**src/rtl/strip_pkg.sv**
```systemverilog
// Shared types for the strip scan controller: FSM state encoding and the
// address-width helper used to size column addresses.
package strip_pkg;

  typedef enum logic [2:0] {
    ST_IDLE,
    ST_SCAN,
    ST_FETCH,
    ST_WAIT,
    ST_OUT
  } strip_state_t;

  // Column address width; never collapses to zero for a one-column image.
  function automatic int strip_aw(input int n);
    return (n > 1) ? $clog2(n) : 1;
  endfunction

endpackage

```
**src/rtl/strip_col_detect.sv**
```systemverilog
// Column occupancy detector: OR-reduces the returned column word and flags
// a hit only while the controller is still searching, so the first occupied
// column is the only one reported.
module strip_col_detect #(
  parameter int IMG_H = 200
) (
  input  logic [IMG_H-1:0] col_data,
  input  logic             col_vld,
  input  logic             armed,
  output logic             hit
);

  // Any set pixel in a valid word during the search is a hit.
  always_comb begin
    hit = armed & col_vld & (|col_data);
  end

endmodule

```
**src/rtl/strip_scan_ctrl.sv**
```systemverilog
// Test-strip extraction controller. Streams column reads left to right,
// stops at the first occupied column c, reads column min(c+STRIP_OFFSET,
// IMG_W-1) and presents it on a valid/ready result port.
// Optional build macro: STRIP_SCAN_CYCLES_EN adds the scan_cycles output.
module strip_scan_ctrl
  import strip_pkg::*;
#(
  parameter int IMG_W        = 200,
  parameter int IMG_H        = 200,
  parameter int STRIP_OFFSET = 30
) (
  input  logic                       clk,
  input  logic                       rst_n,
  input  logic                       start,
  output logic                       busy,
  output logic                       col_rd_en,
  output logic [$clog2(IMG_W)-1:0]   col_addr,
  input  logic [IMG_H-1:0]           col_data,
  output logic                       strip_valid,
  input  logic                       strip_ready,
  output logic [IMG_H-1:0]           strip_data,
  output logic [$clog2(IMG_W)-1:0]   strip_col,
  output logic                       strip_found
`ifdef STRIP_SCAN_CYCLES_EN
  ,
  output logic [$clog2(IMG_W+4):0]   scan_cycles
`endif
);

  localparam int AW = strip_aw(IMG_W);

  // Arithmetic is one bit wider than the address so the counter can reach
  // IMG_W and the offset sum cannot wrap before the clamp.
  localparam logic [AW:0] ONE_C  = (AW+1)'(1);
  localparam logic [AW:0] W_C    = (AW+1)'(IMG_W);
  localparam logic [AW:0] LAST_C = (AW+1)'(IMG_W-1);
  localparam logic [AW:0] OFF_C  = (AW+1)'(STRIP_OFFSET);

  strip_state_t state;

  logic [AW:0]   scan_cnt;   // index k of the current SCAN cycle
  logic [AW:0]   scan_nxt;
  logic [AW:0]   hit_col;    // column whose word is on col_data now
  logic [AW:0]   tgt_sum;
  logic [AW-1:0] tgt;
  // vld_pipe[0]: read issued this cycle, vld_pipe[1]: its data is on col_data
  logic [1:0]    vld_pipe;
  logic          hit;

  assign col_rd_en = vld_pipe[0];

  // Next scan index, current data column and clamped strip target.
  always_comb begin
    scan_nxt = scan_cnt + ONE_C;
    hit_col  = scan_cnt - ONE_C;
    tgt_sum  = hit_col + OFF_C;
    tgt      = (tgt_sum > LAST_C) ? LAST_C[AW-1:0] : tgt_sum[AW-1:0];
  end

  strip_col_detect #(
    .IMG_H (IMG_H)
  ) u_detect (
    .col_data (col_data),
    .col_vld  (vld_pipe[1]),
    .armed    (state == ST_SCAN),
    .hit      (hit)
  );

  // Control FSM, read pipeline and result registers.
  always_ff @(posedge clk or negedge rst_n) begin
    if (!rst_n) begin
      state       <= ST_IDLE;
      busy        <= 1'b0;
      vld_pipe    <= 2'b00;
      col_addr    <= '0;
      scan_cnt    <= '0;
      strip_valid <= 1'b0;
      strip_found <= 1'b0;
      strip_data  <= '0;
      strip_col   <= '0;
    end else begin
      vld_pipe[1] <= vld_pipe[0];
      case (state)
        ST_IDLE: begin
          scan_cnt <= '0;
          if (start) begin
            state       <= ST_SCAN;
            busy        <= 1'b1;
            vld_pipe[0] <= 1'b1;
            col_addr    <= '0;
          end
        end
        ST_SCAN: begin
          if (hit) begin
            // Reads still in flight past the hit are simply never looked at.
            state       <= ST_FETCH;
            vld_pipe[0] <= 1'b1;
            col_addr    <= tgt;
          end else if (vld_pipe[1] && (scan_cnt == W_C)) begin
            // Last column came back empty: report an empty image.
            state       <= ST_OUT;
            vld_pipe[0] <= 1'b0;
            strip_valid <= 1'b1;
            strip_found <= 1'b0;
            strip_data  <= '0;
            strip_col   <= '0;
          end else begin
            scan_cnt    <= scan_nxt;
            vld_pipe[0] <= (scan_nxt < W_C);
            if (scan_nxt < W_C) col_addr <= scan_nxt[AW-1:0];
          end
        end
        ST_FETCH: begin
          vld_pipe[0] <= 1'b0;
          state       <= ST_WAIT;
        end
        ST_WAIT: begin
          strip_data  <= col_data;
          strip_col   <= col_addr;
          strip_found <= 1'b1;
          strip_valid <= 1'b1;
          state       <= ST_OUT;
        end
        ST_OUT: begin
          if (strip_ready) begin
            strip_valid <= 1'b0;
            busy        <= 1'b0;
            state       <= ST_IDLE;
          end
        end
        default: state <= ST_IDLE;
      endcase
    end
  end

`ifdef STRIP_SCAN_CYCLES_EN
  localparam int CW = $clog2(IMG_W+4) + 1;

  // Counts working cycles of a request; frozen while the result waits.
  always_ff @(posedge clk or negedge rst_n) begin
    if (!rst_n)
      scan_cycles <= '0;
    else if (state == ST_IDLE && start)
      scan_cycles <= '0;
    else if (busy && state != ST_OUT)
      scan_cycles <= scan_cycles + CW'(1);
  end
`endif

endmodule
```
**config.mk**
```make
export PLATFORM = sky130hd
export DESIGN_NAME = strip_scan_ctrl
export DESIGN_NICKNAME = d
export VERILOG_FILES = /design/src/rtl/strip_pkg.sv /design/src/rtl/strip_col_detect.sv /design/src/rtl/strip_scan_ctrl.sv
export SDC_FILE = /design/constraint.sdc
export NUM_CORES = 1
export LEC_CHECK = 0
export CORE_AREA = 3 3 163 165
export DETAILED_ROUTE_END_ITERATION = 10
export DIE_AREA = 0 0 166 168
export PLACE_DENSITY_LB_ADDON = 0.2
export SLEW_MARGIN = 20
export SYNTH_ARGS = -nofsm -noshare
export SYNTH_HDL_FRONTEND = slang
export SYNTH_SLANG_ARGS = --single-unit
```
**constraint.sdc**
```tcl
create_clock -name clk -period 2.7 [get_ports clk]
set_input_delay 0.405 -clock clk [delete_from_list [all_inputs] [get_ports clk]]
set_output_delay 0.405 -clock clk [all_outputs]
set_load 0.02 [all_outputs]
```
==> qor.txt, run 1 <==
Final hold vios - 0
Vias - 8835
Total wire length - 35.4 mm
Post-DRT Antenna Nets - 0
Fmax achieved - 0.385 GHz
Max cap viols - 0
Starting DRT DRC Count - 678
Yosys reg bits - 233
Clock Latency Late Sink - 0.53 ns
GRT overflow - 0
Post-Syn Nets - 938
Design Power - 0.0187 W
Worst path bufs/invs - 2
Initial antenna violation count - 0
Pre-CTS worst setup slack - -0.910 ns
Die width - 166 um
Synth Cell Area - 9360 um^2
WHS - 0.153 ns
CP max FO - 6
IO Count - 424
Nature of the critical path startpoint - flip-flop
Root Driver - clkbuf_16
Post-DP HPWL - 25.8 mm
H-tree depth reported by CTS - 1
Post-route DRC - 0
Crit path DAT - 3.04 ns
PD cells - 1150 nW/um^2
Worst Skew - 0.0132 ns
Commonest cells after routing, fill and taps aside - 395 x clkdlybuf4s50_1, 233 x dfrtp_1, 211 x a22o_1, 140 x buf_4, 37 x nor4_1
Final Util - 64.4%
Slew HR - 50.8%
Most common cell after layout, fill and taps aside - clkdlybuf4s50_1
R2r setup slk - 0.1 ns
Clock sinks - 233
Routed vias/inst - 5.43
VDD IR-drop max - 0.668 mV
Area Overhead vs Synth - 73.2%
Critical Path Max Stage Delay - 0.42 ns
Number of diodes - 0
Vias in the first global route - 9116
Cell count after synthesis - 731
Largest net degree at the start of global routing - 155
Final GP Congestion - 0.915
Setup violators final - 0
Hold Crit Class - in2reg
Clock buffer count from CTS - 26
Number of enable flip-flop cells after synthesis - 0
Critical Path End Type - flip-flop
CTS tree - built
Max Slew Vio Count - 0
Unique cell type count in the Yosys netlist - 56
Data required, critical path - 3.14 ns
CP most frequent cell - inv_1
First-pass GRT wire length - 54.3 mm
Yosys Warn Count - 0
Min Clock Period, post-route - 2.60 ns
Initial Util - 37.2%
Share of cells above drive strength 1 - 17.8%
Rows - 58
Longest Clk Path Bufs - 3
Crit-path leading delay family - compound AO/OA/AOI/OAI gates
Syn Area/Cell - 12.8 um^2
Nets - 1483
GR Util All Layers - 24.2%
Final Worst Setup Slack - 0.0995 ns
Clk pin slew, worst setup/hold paths - 0.06 ns
Status - finished, final reports clean
DRT Pass-1 Iters - 5
Worst-Margin Slew - 0.738 ns
Die Ht - 168 um
Port bufs - 423
Fraction of registers with async set/reset - 100%
Setup bufs post-CTS - 0
Post-synthesis sequential area ratio - 62.3%
Crit path cell chain - inv_1 -> ha_1 -> inv_1 -> a2111o_1 -> o311a_1 -> o31a_1 -> and3_1 -> o21bai_1 -> a221oi_2
CORE AREA - 25200 um^2
Slowest CP cell - dfrtp_1
Tcrit/Tclk final - 96.3%
Crit path kind - reg2reg
Final TNS setup - 0 ns
Ys flop type - dfrtp_1
Routed len/inst - 21.8 um
Die area - 27900 um^2
LEAKAGE - 7.46 nW
## cell usage after synthesis, types with 4 or more instances
master / number / share of area, %
and3_1: 4 / 0.27
nand4_1: 12 / 0.80
buf_2: 28 / 1.5
nor3_1: 5 / 0.27
o21ai_0: 10 / 0.53
a32o_1: 4 / 0.43
clkbuf_1: 29 / 1.2
a22o_1: 211 / 20
o31ai_1: 4 / 0.32
mux2i_1: 4 / 0.43
nand2b_1: 6 / 0.40
nand3_1: 5 / 0.27
xor2_1: 5 / 0.47
dfrtp_1: 233 / 62
or2_2: 4 / 0.27
nand2_1: 24 / 0.96
nor4_1: 54 / 3.6
a21oi_1: 6 / 0.32
inv_1: 8 / 0.32
nor2_1: 24 / 0.96
## what timing repair did
action | 4_1_cts | 5_1_grt
pin swaps | 7 | 21
gates cloned | 0 | 1
setup endpoints to repair | 229 | 228
gates resized for setup | 10 | 50
hold buffers | 1 | 0
endpoints found under the hold margin | 60 | 0
## cell families after synthesis
kind of cell / share of synthesized area [%]
AOI/OAI and AO/OA: 23.9
xor gates and xnor gates: 0.749
adders and majority gates: 0.401
buffers and inverters: 3.26
DFF: 62.3
muxes: 0.428
and+or+nand+nor: 9.01
## final cells by class
class,instances,area [um^2]
Sequential cell,233,5830
Multi-Input combinational cell,429,3440
Inverter,9,33.8
Clock inverter,10,143
Timing Repair Buffer,577,5600
Fill cell,1926,8970
Clock buffer,38,756
Tap cell,330,413
## final timing paths
kind                               start  depth (start not counted)              end
setup reg to reg             scan_cnt[0]                          9      col_addr[1]
hold / removal             col_data[139]                          2  strip_data[139]
setup / recovery             scan_cnt[0]                          9      col_addr[1]
hold reg to reg              vld_pipe[0]                          0      vld_pipe[1]
max in group asynchronous          rst_n                          3    strip_data[5]
min in group asynchronous          rst_n                          2   strip_data[41]
## per-layer routing
metal | GRT usage (%) | vias to the layer above | share of wire (%)
li1 | - | 3959 | -
met3 | 4.81 | 58 | 6.4
met4 | 6.29 | 0 | 2.7
met5 | 0 | - | 0
met2 | 42.8 | 387 | 51
met1 | 30.6 | 4431 | 40
## state kept, by name, summed over array words and instances (netlist names)
| signal | count |
|---|---|
| strip_valid | 1 |
| vld_pipe | 2 |
| strip_data | 200 |
| strip_col | 8 |
| scan_cnt | 9 |
| state | 3 |
| busy | 1 |
| col_addr | 8 |
| strip_found | 1 |
## per-stage QoR
step | std cells | area (um^2)
2_1_floorplan | 731 | 9360
3_3_place_gp | 1576 | 15000
3_5_place_dp | 1576 | 15000
4_1_cts | 1625 | 16000
5_1_grt | 1626 | 16200
6_report | 1626 | 16200
## power breakdown
part,switching (W),total [W],internal [W]
Sequential,0.000917,0.00593,0.00501
Combinational,0.00451,0.00906,0.00456
Clock,0.00144,0.00367,0.00223
Total,0.00687,0.0187,0.0118
(Power assumes the default switching activity.)
==> run 2, diff against run 1 <==
--- a/config.mk
+++ b/config.mk
@@ -5,9 +5,10 @@
 export SDC_FILE = /design/constraint.sdc
 export NUM_CORES = 1
 export LEC_CHECK = 0
-export CORE_AREA = 3 3 163 165
+export CORE_AREA = 2 2 167 169
 export DETAILED_ROUTE_END_ITERATION = 10
-export DIE_AREA = 0 0 166 168
+export DIE_AREA = 0 0 169 171
+export GPL_TIMING_DRIVEN = 0
 export PLACE_DENSITY_LB_ADDON = 0.2
 export SLEW_MARGIN = 20
 export SYNTH_ARGS = -nofsm -noshare
==> qor.txt, run 2 (synthesized netlist as in run 1, its figures left out) <==
Status - finished, final reports clean
Pre-CTS worst setup slack - -1.63 ns (-0.720 ns)
Pint - 0.0114 W (-3.6%)
Most common cell after layout, fill and taps aside - clkdlybuf4s50_1
Min Clock Period, post-route - 2.65 ns (+0.0544 ns)
DRT Pass-1 Iters - 4 (-1)
Final Worst Setup Slack - 0.0451 ns (-0.0544 ns)
Setup violators final - 0 (unchanged)
Hold Crit Class - in2reg
Routed len/inst - 23.9 um (+9.8%)
Fillcell total - 2399 (+25%)
Nets - 1401 (-5.5%)
Routed vias/inst - 5.45 (+0.22%)
Biggest regs - strip_data (200), scan_cnt (9)
Max cap viols - 0 (unchanged)
LEAKAGE - 6.66 nW (-11%)
Initial Util - 34.3% (-2.9 points)
Clock Latency Late Sink - 0.53 ns (about the same)
CP Launch Point - scan_cnt[0]
Post-route DRC - 0 (unchanged)
Tcrit/Tclk final - 98.3% (+2.0 points)
Total wire length - 37.3 mm (+5.4%)
Clock buffer count from CTS - 26 (unchanged)
Worst hold path startpoint - col_data[42]
Root Driver - clkbuf_16
Initial antenna violation count - 2 (+2)
First-pass GRT wire length - 53.6 mm (-1.2%)
Longest Clk Path Bufs - 3 (unchanged)
GRT overflow - 0 (unchanged)
Worst-Margin Slew - 0.916 ns (+0.178 ns)
Critical Path End Type - flip-flop
Gate power share - 49.4% (+0.8 points)
Final TNS setup - 0 ns (unchanged)
IO Count - 424 (unchanged)
Clock sinks - 233 (unchanged)
WHS - 0.225 ns (+0.0718 ns)
CP max FO - 10 (+4)
Vias in the first global route - 8564 (-6.1%)
Switching pwr - 0.00699 W (+1.7%)
Post-DRT Antenna Nets - 0 (unchanged)
Die area - 28900 um^2 (+3.6%)
Slew HR - 38.9% (-12 points)
Crit path kind - reg2reg
Largest net degree at the start of global routing - 87 (-44%)
Area Overhead vs Synth - 63.1%
Max Slew Vio Count - 0 (unchanged)
Vias - 8495 (-3.8%)
Final GP Congestion - 0.873 (-4.6%)
GR Util All Layers - 24.6% (+0.41 points)
Final hold vios - 0 (unchanged)
Die Ht - 171 um (+1.8%)
Clock share of power - 18.5% (-1.2 points)
Slowest CP cell - a2111o_1
Crit path cell chain - ha_1 -> buf_4 -> nand2b_1 -> a2111o_1 -> o311a_1 -> o31a_1 -> and3_4 -> o21bai_2 -> a221oi_2
PD cells - 1200 nW/um^2 (+4.5%)
Crit path DAT - 3.08 ns (+0.04 ns)
CTS tree - built
Data required, critical path - 3.13 ns (about the same)
Sw Ratio - 38.1% (+1.3 points)
Max FFs per register - 200 (unchanged)
Worst r2r src - scan_cnt[0]
H-tree depth reported by CTS - 1 (unchanged)
Share of cells above drive strength 1 - 10.3% (-7.5 points)
Worst path bufs/invs - 1 (-1)
Die width - 169 um (+1.8%)
Clk pin slew, worst setup/hold paths - 0.06 ns (about the same)
VDD IR-drop max - 0.600 mV (-10%)
Biggest register - strip_data
Port bufs - 423 (unchanged)
Worst Skew - 0.0174 ns (+0.00413 ns)
Nature of the critical path startpoint - flip-flop
Commonest cells after routing, fill and taps aside - 418 x clkdlybuf4s50_1, 232 x dfrtp_1, 211 x a22o_1, 33 x nor4_1, 32 x clkbuf_1
Crit-path leading delay family - compound AO/OA/AOI/OAI gates
Fmax achieved - 0.377 GHz (-2.1%)
Post-DP HPWL - 27.8 mm (+7.6%)
Rows - 61 (+5.2%)
CORE AREA - 27300 um^2 (+8.5%)
Final Util - 55.9% (-8.5 points)
Part of the power in registers - 32.0% (+0.2 points)
Starting DRT DRC Count - 634 (-6.5%)
Critical Path Max Stage Delay - 0.42 ns (about the same)
-- run 2: cell count changes in the layout (fill, tap and decap cells not counted), sizes merged --
cell           change
buf              -112
clkbuf            +31
clkdlybuf4s50     +23
dlymetal6s2s      -23
bufinv             -3
diode              +2
-- run 2: final timing paths --
| path | end | slack [ns] | cells past startpoint |
|---|---|---|---|
| max in group asynchronous | strip_data[41] | 1.44 | 3 |
| min in group asynchronous | strip_col[6] | 0.43 | 2 |
| worst min register to register | vld_pipe[1] | 0.40 | 0 |
| worst max register to register | col_addr[1] | 0.05 | 9 |
| worst min-delay path | strip_data[42] | 0.22 | 2 |
| worst max-delay path | col_addr[1] | 0.05 | 9 |
-- run 2: layout make-up --
class | count | area, um^2 | share of cell area (%)
antenna | 2 | 5.00 | 0.0328
buffer | 60 | 309 | 2.02
clock buffer | 39 | 771 | 5.05
clock inverter | 7 | 41.3 | 0.270
inverter | 9 | 33.8 | 0.221
multi-input combinational | 429 | 3450 | 22.6
sequential | 233 | 5830 | 38.2
tap | 346 | 433 | 2.84
timing repair buffer | 435 | 4390 | 28.7
-- run 2: metal layers --
layer / global-route usage, % / vias to the layer above / share of wire, %
met5: 0 / - / 0
met1: 32.2 / 4325 / 42
met3: 5.20 / 52 / 6.6
met4: 7.40 / 0 / 2.8
li1: - / 3799 / -
met2: 41.3 / 319 / 49
-- run 2: metrics by stage --
stage          instance area, um^2  total power [W]  std cells
6_report                     15300           0.0184       1560
5_1_grt                      15300           0.0193       1560
4_1_cts                      15100           0.0184       1555
3_5_place_dp                 14100           0.0148       1502
3_3_place_gp                 14000           0.0147       1500
2_1_floorplan                 9360           0.0102        731
-- run 2: what timing repair did --
action                     CTS  global route
setup endpoints to repair  231           176
pin swaps                   13            13
gates resized for setup     27            36
buffers inserted             6             3
hold endpoints to repair    68             0
cloned                       0             0
hold buffers                 1             0
-- run 2: power groups by stage --
stage	combinational [W]	sequential (W)	clock, W
global route	0.00958	0.00605	0.00363
detailed placement	0.00891	0.00586	0
global placement	0.00881	0.00589	0
CTS	0.00904	0.00586	0.00348
floorplan	0.00263	0.00760	0
finish	0.00908	0.00588	0.00340
==> run 3, diff against run 2 <==
--- a/config.mk
+++ b/config.mk
@@ -9,7 +9,7 @@
 export DETAILED_ROUTE_END_ITERATION = 10
 export DIE_AREA = 0 0 169 171
 export GPL_TIMING_DRIVEN = 0
-export PLACE_DENSITY_LB_ADDON = 0.2
+export PLACE_DENSITY = 0.72
 export SLEW_MARGIN = 20
 export SYNTH_ARGS = -nofsm -noshare
 export SYNTH_HDL_FRONTEND = slang
==> qor.txt, run 3 (synthesized netlist as in run 1, its figures left out) <==
Data required, critical path - 3.12 ns (about the same)
Vias in the first global route - 8735 (+2.0%)
Vias - 8803 (+3.6%)
Initial antenna violation count - 4 (+2)
Worst Skew - 0.0115 ns (-0.00583 ns)
GRT overflow - 0 (unchanged)
Max FFs per register - 200 (unchanged)
Design Power - 0.0189 W (+2.8%)
WHS - 0.175 ns (-0.0494 ns)
Final GP Congestion - 0.864 (-1.0%)
GR Util All Layers - 25.4% (+0.80 points)
Final Worst Setup Slack - 0.0224 ns (-0.0226 ns)
Max cap viols - 0 (unchanged)
Die area - 28900 um^2 (unchanged)
Die width - 169 um (unchanged)
CORE AREA - 27300 um^2 (unchanged)
Biggest register - strip_data
Clock Latency Late Sink - 0.54 ns (about the same)
DRT Pass-1 Iters - 7 (+3)
Fillcell total - 2280 (-5.0%)
Worst-Margin Slew - 1.04 ns (+0.120 ns)
Hold Crit Class - in2reg
Initial Util - 34.3% (unchanged)
VDD IR-drop max - 0.704 mV (+17%)
Post-route DRC - 0 (unchanged)
R2R cell count - 9 (unchanged)
CP max FO - 4 (-6)
Final hold vios - 0 (unchanged)
Worst Hold Depth - 2 (unchanged)
Fmax achieved - 0.373 GHz (-0.85%)
Routed len/inst - 24.6 um (+3.0%)
Most common cell after layout, fill and taps aside - clkdlybuf4s50_1
IO Count - 424 (unchanged)
Pre-CTS worst setup slack - -1.42 ns (+0.212 ns)
Crit-path leading delay family - simple AND/OR/NAND/NOR gates
Rows - 61 (unchanged)
Crit path DAT - 3.10 ns (+0.02 ns)
H-tree depth reported by CTS - 1 (unchanged)
Status - finished, final reports clean
Starting DRT DRC Count - 611 (-3.6%)
Nets - 1401 (unchanged)
Crit path cell chain - clkdlybuf4s50_1 -> nor4_1 -> nand4_1 -> nor3_2 -> a41oi_2 -> buf_6 -> buf_12 -> and3b_1 -> a211o_1 -> a32o_1
Area Overhead vs Synth - 66.2%
Tcrit/Tclk final - 99.2% (+0.84 points)
Post-DP HPWL - 28.6 mm (+2.9%)
First-pass GRT wire length - 55.8 mm (+4.0%)
Post-DRT Antenna Nets - 0 (unchanged)
Root Driver - clkbuf_16
Setup violators final - 0 (unchanged)
Max Slew Vio Count - 0 (unchanged)
Biggest regs - strip_data (200), scan_cnt (9)
Port bufs - 423 (unchanged)
Crit path kind - in2reg
Critical Path Max Stage Delay - 0.44 ns (+0.02 ns)
Commonest cells after routing, fill and taps aside - 394 x clkdlybuf4s50_1, 232 x dfrtp_1, 211 x a22o_1, 31 x nor4_1, 29 x clkbuf_1
Worst path bufs/invs - 3 (+2)
Die Ht - 171 um (unchanged)
LEAKAGE - 6.93 nW (+4.1%)
Largest net degree at the start of global routing - 86 (-1.1%)
PD cells - 1210 nW/um^2 (+0.87%)
Nature of the critical path startpoint - input pin
Min Clock Period, post-route - 2.68 ns (+0.0226 ns)
Critical Path End Type - flip-flop
Longest Clk Path Bufs - 3 (unchanged)
Share of cells above drive strength 1 - 10.8% (+0.50 points)
Routed vias/inst - 5.64 (+3.5%)
CP Depth - 10 (+1)
CTS tree - built
Clock sinks - 233 (unchanged)
Slew HR - 30.9% (-8.0 points)
Clock buffer count from CTS - 26 (unchanged)
Slowest CP cell - clkdlybuf4s50_1
Total wire length - 38.5 mm (+3.1%)
Clk pin slew, worst setup/hold paths - 0.06 ns (about the same)
[run 3: cell count changes in the layout (fill, tap and decap cells not counted), moves of 3 or more]
cell | before | now
buf_2 | 18 | 7
buf_4 | 18 | 22
bufinv_16 | 0 | 3
clkbuf_1 | 32 | 29
clkbuf_4 | 1 | 4
clkbuf_8 | 5 | 8
clkdlybuf4s50_1 | 418 | 394
dlymetal6s2s_1 | 4 | 26
nor4_2 | 15 | 8
nor4_4 | 6 | 15
[run 3: per-layer routing]
metal	vias to the layer above	wire, um	part of all wire (%)	GRT usage, %
met3	83	2920	7.6	5.60
met1	4484	15700	41	32.9
met4	0	1190	3.1	8.40
met5	-	0	0	0
met2	432	18700	49	42.4
li1	3804	-	-	-
[run 3: where the power goes]
part	total, W	switching, W	leakage, nW	internal [W]
registers	0.00592	0.000915	2.94	0.00501
logic	0.00919	0.00474	3.54	0.00445
clock network	0.00376	0.00149	0.447	0.00227
total	0.0189	0.00714	6.93	0.0117
[run 3: area by class of cell]
cell class	count	area (um^2)	area share (%)
sequential	233	5830	37.5
timing repair buffer	435	4450	28.6
multi-input combinational	429	3550	22.8
clock buffer	37	772	4.96
tap	346	433	2.78
buffer	60	339	2.18
clock inverter	9	138	0.885
inverter	9	33.8	0.217
antenna	4	10.0	0.0644
[run 3: final timing paths]
check                         startpoint               to  slack [ns]
max                         col_data[27]      col_addr[4]        0.02
min                        col_data[196]  strip_data[196]        0.18
max reg2reg                  scan_cnt[0]      col_addr[0]        0.09
min reg2reg                  vld_pipe[0]      vld_pipe[1]        0.44
max in group asynchronous          rst_n   strip_data[13]        1.45
min in group asynchronous          rst_n  strip_data[121]        0.43
[run 3: worst register-to-register path: cells and delay by family (launching register included)]
| kind | cells | cell delay, ns |
|---|---|---|
| AOI/OAI and AO/OA | 5 | 1.35 |
| buffers and inverters | 1 | 0.19 |
| DFF | 1 | 0.40 |
| and+or+nand+nor | 2 | 0.39 |
| adders and majority gates | 1 | 0.20 |
[run 3: repair_timing]
item,4_1_cts,5_1_grt
endpoints found under the setup margin,231,208
hold buffers,1,0
resized for setup,40,79
pin swaps,18,24
gates cloned,0,0
setup buffers,8,1
endpoints found under the hold margin,66,0
[run 3: through the flow]
stage / utilization, % / instances / setup TNS (ns) / instance area, um^2
3_3_place_gp: 51.3 / 1500 / -2320.93 / 14000
3_5_place_dp: 51.6 / 1502 / -294.79 / 14100
5_1_grt: 56.9 / 1562 / -0.0654 / 15600
4_1_cts: 55.9 / 1557 / 0 / 15300
6_report: 56.9 / 1562 / 0 / 15600
2_1_floorplan: - / 731 / 0 / 9360
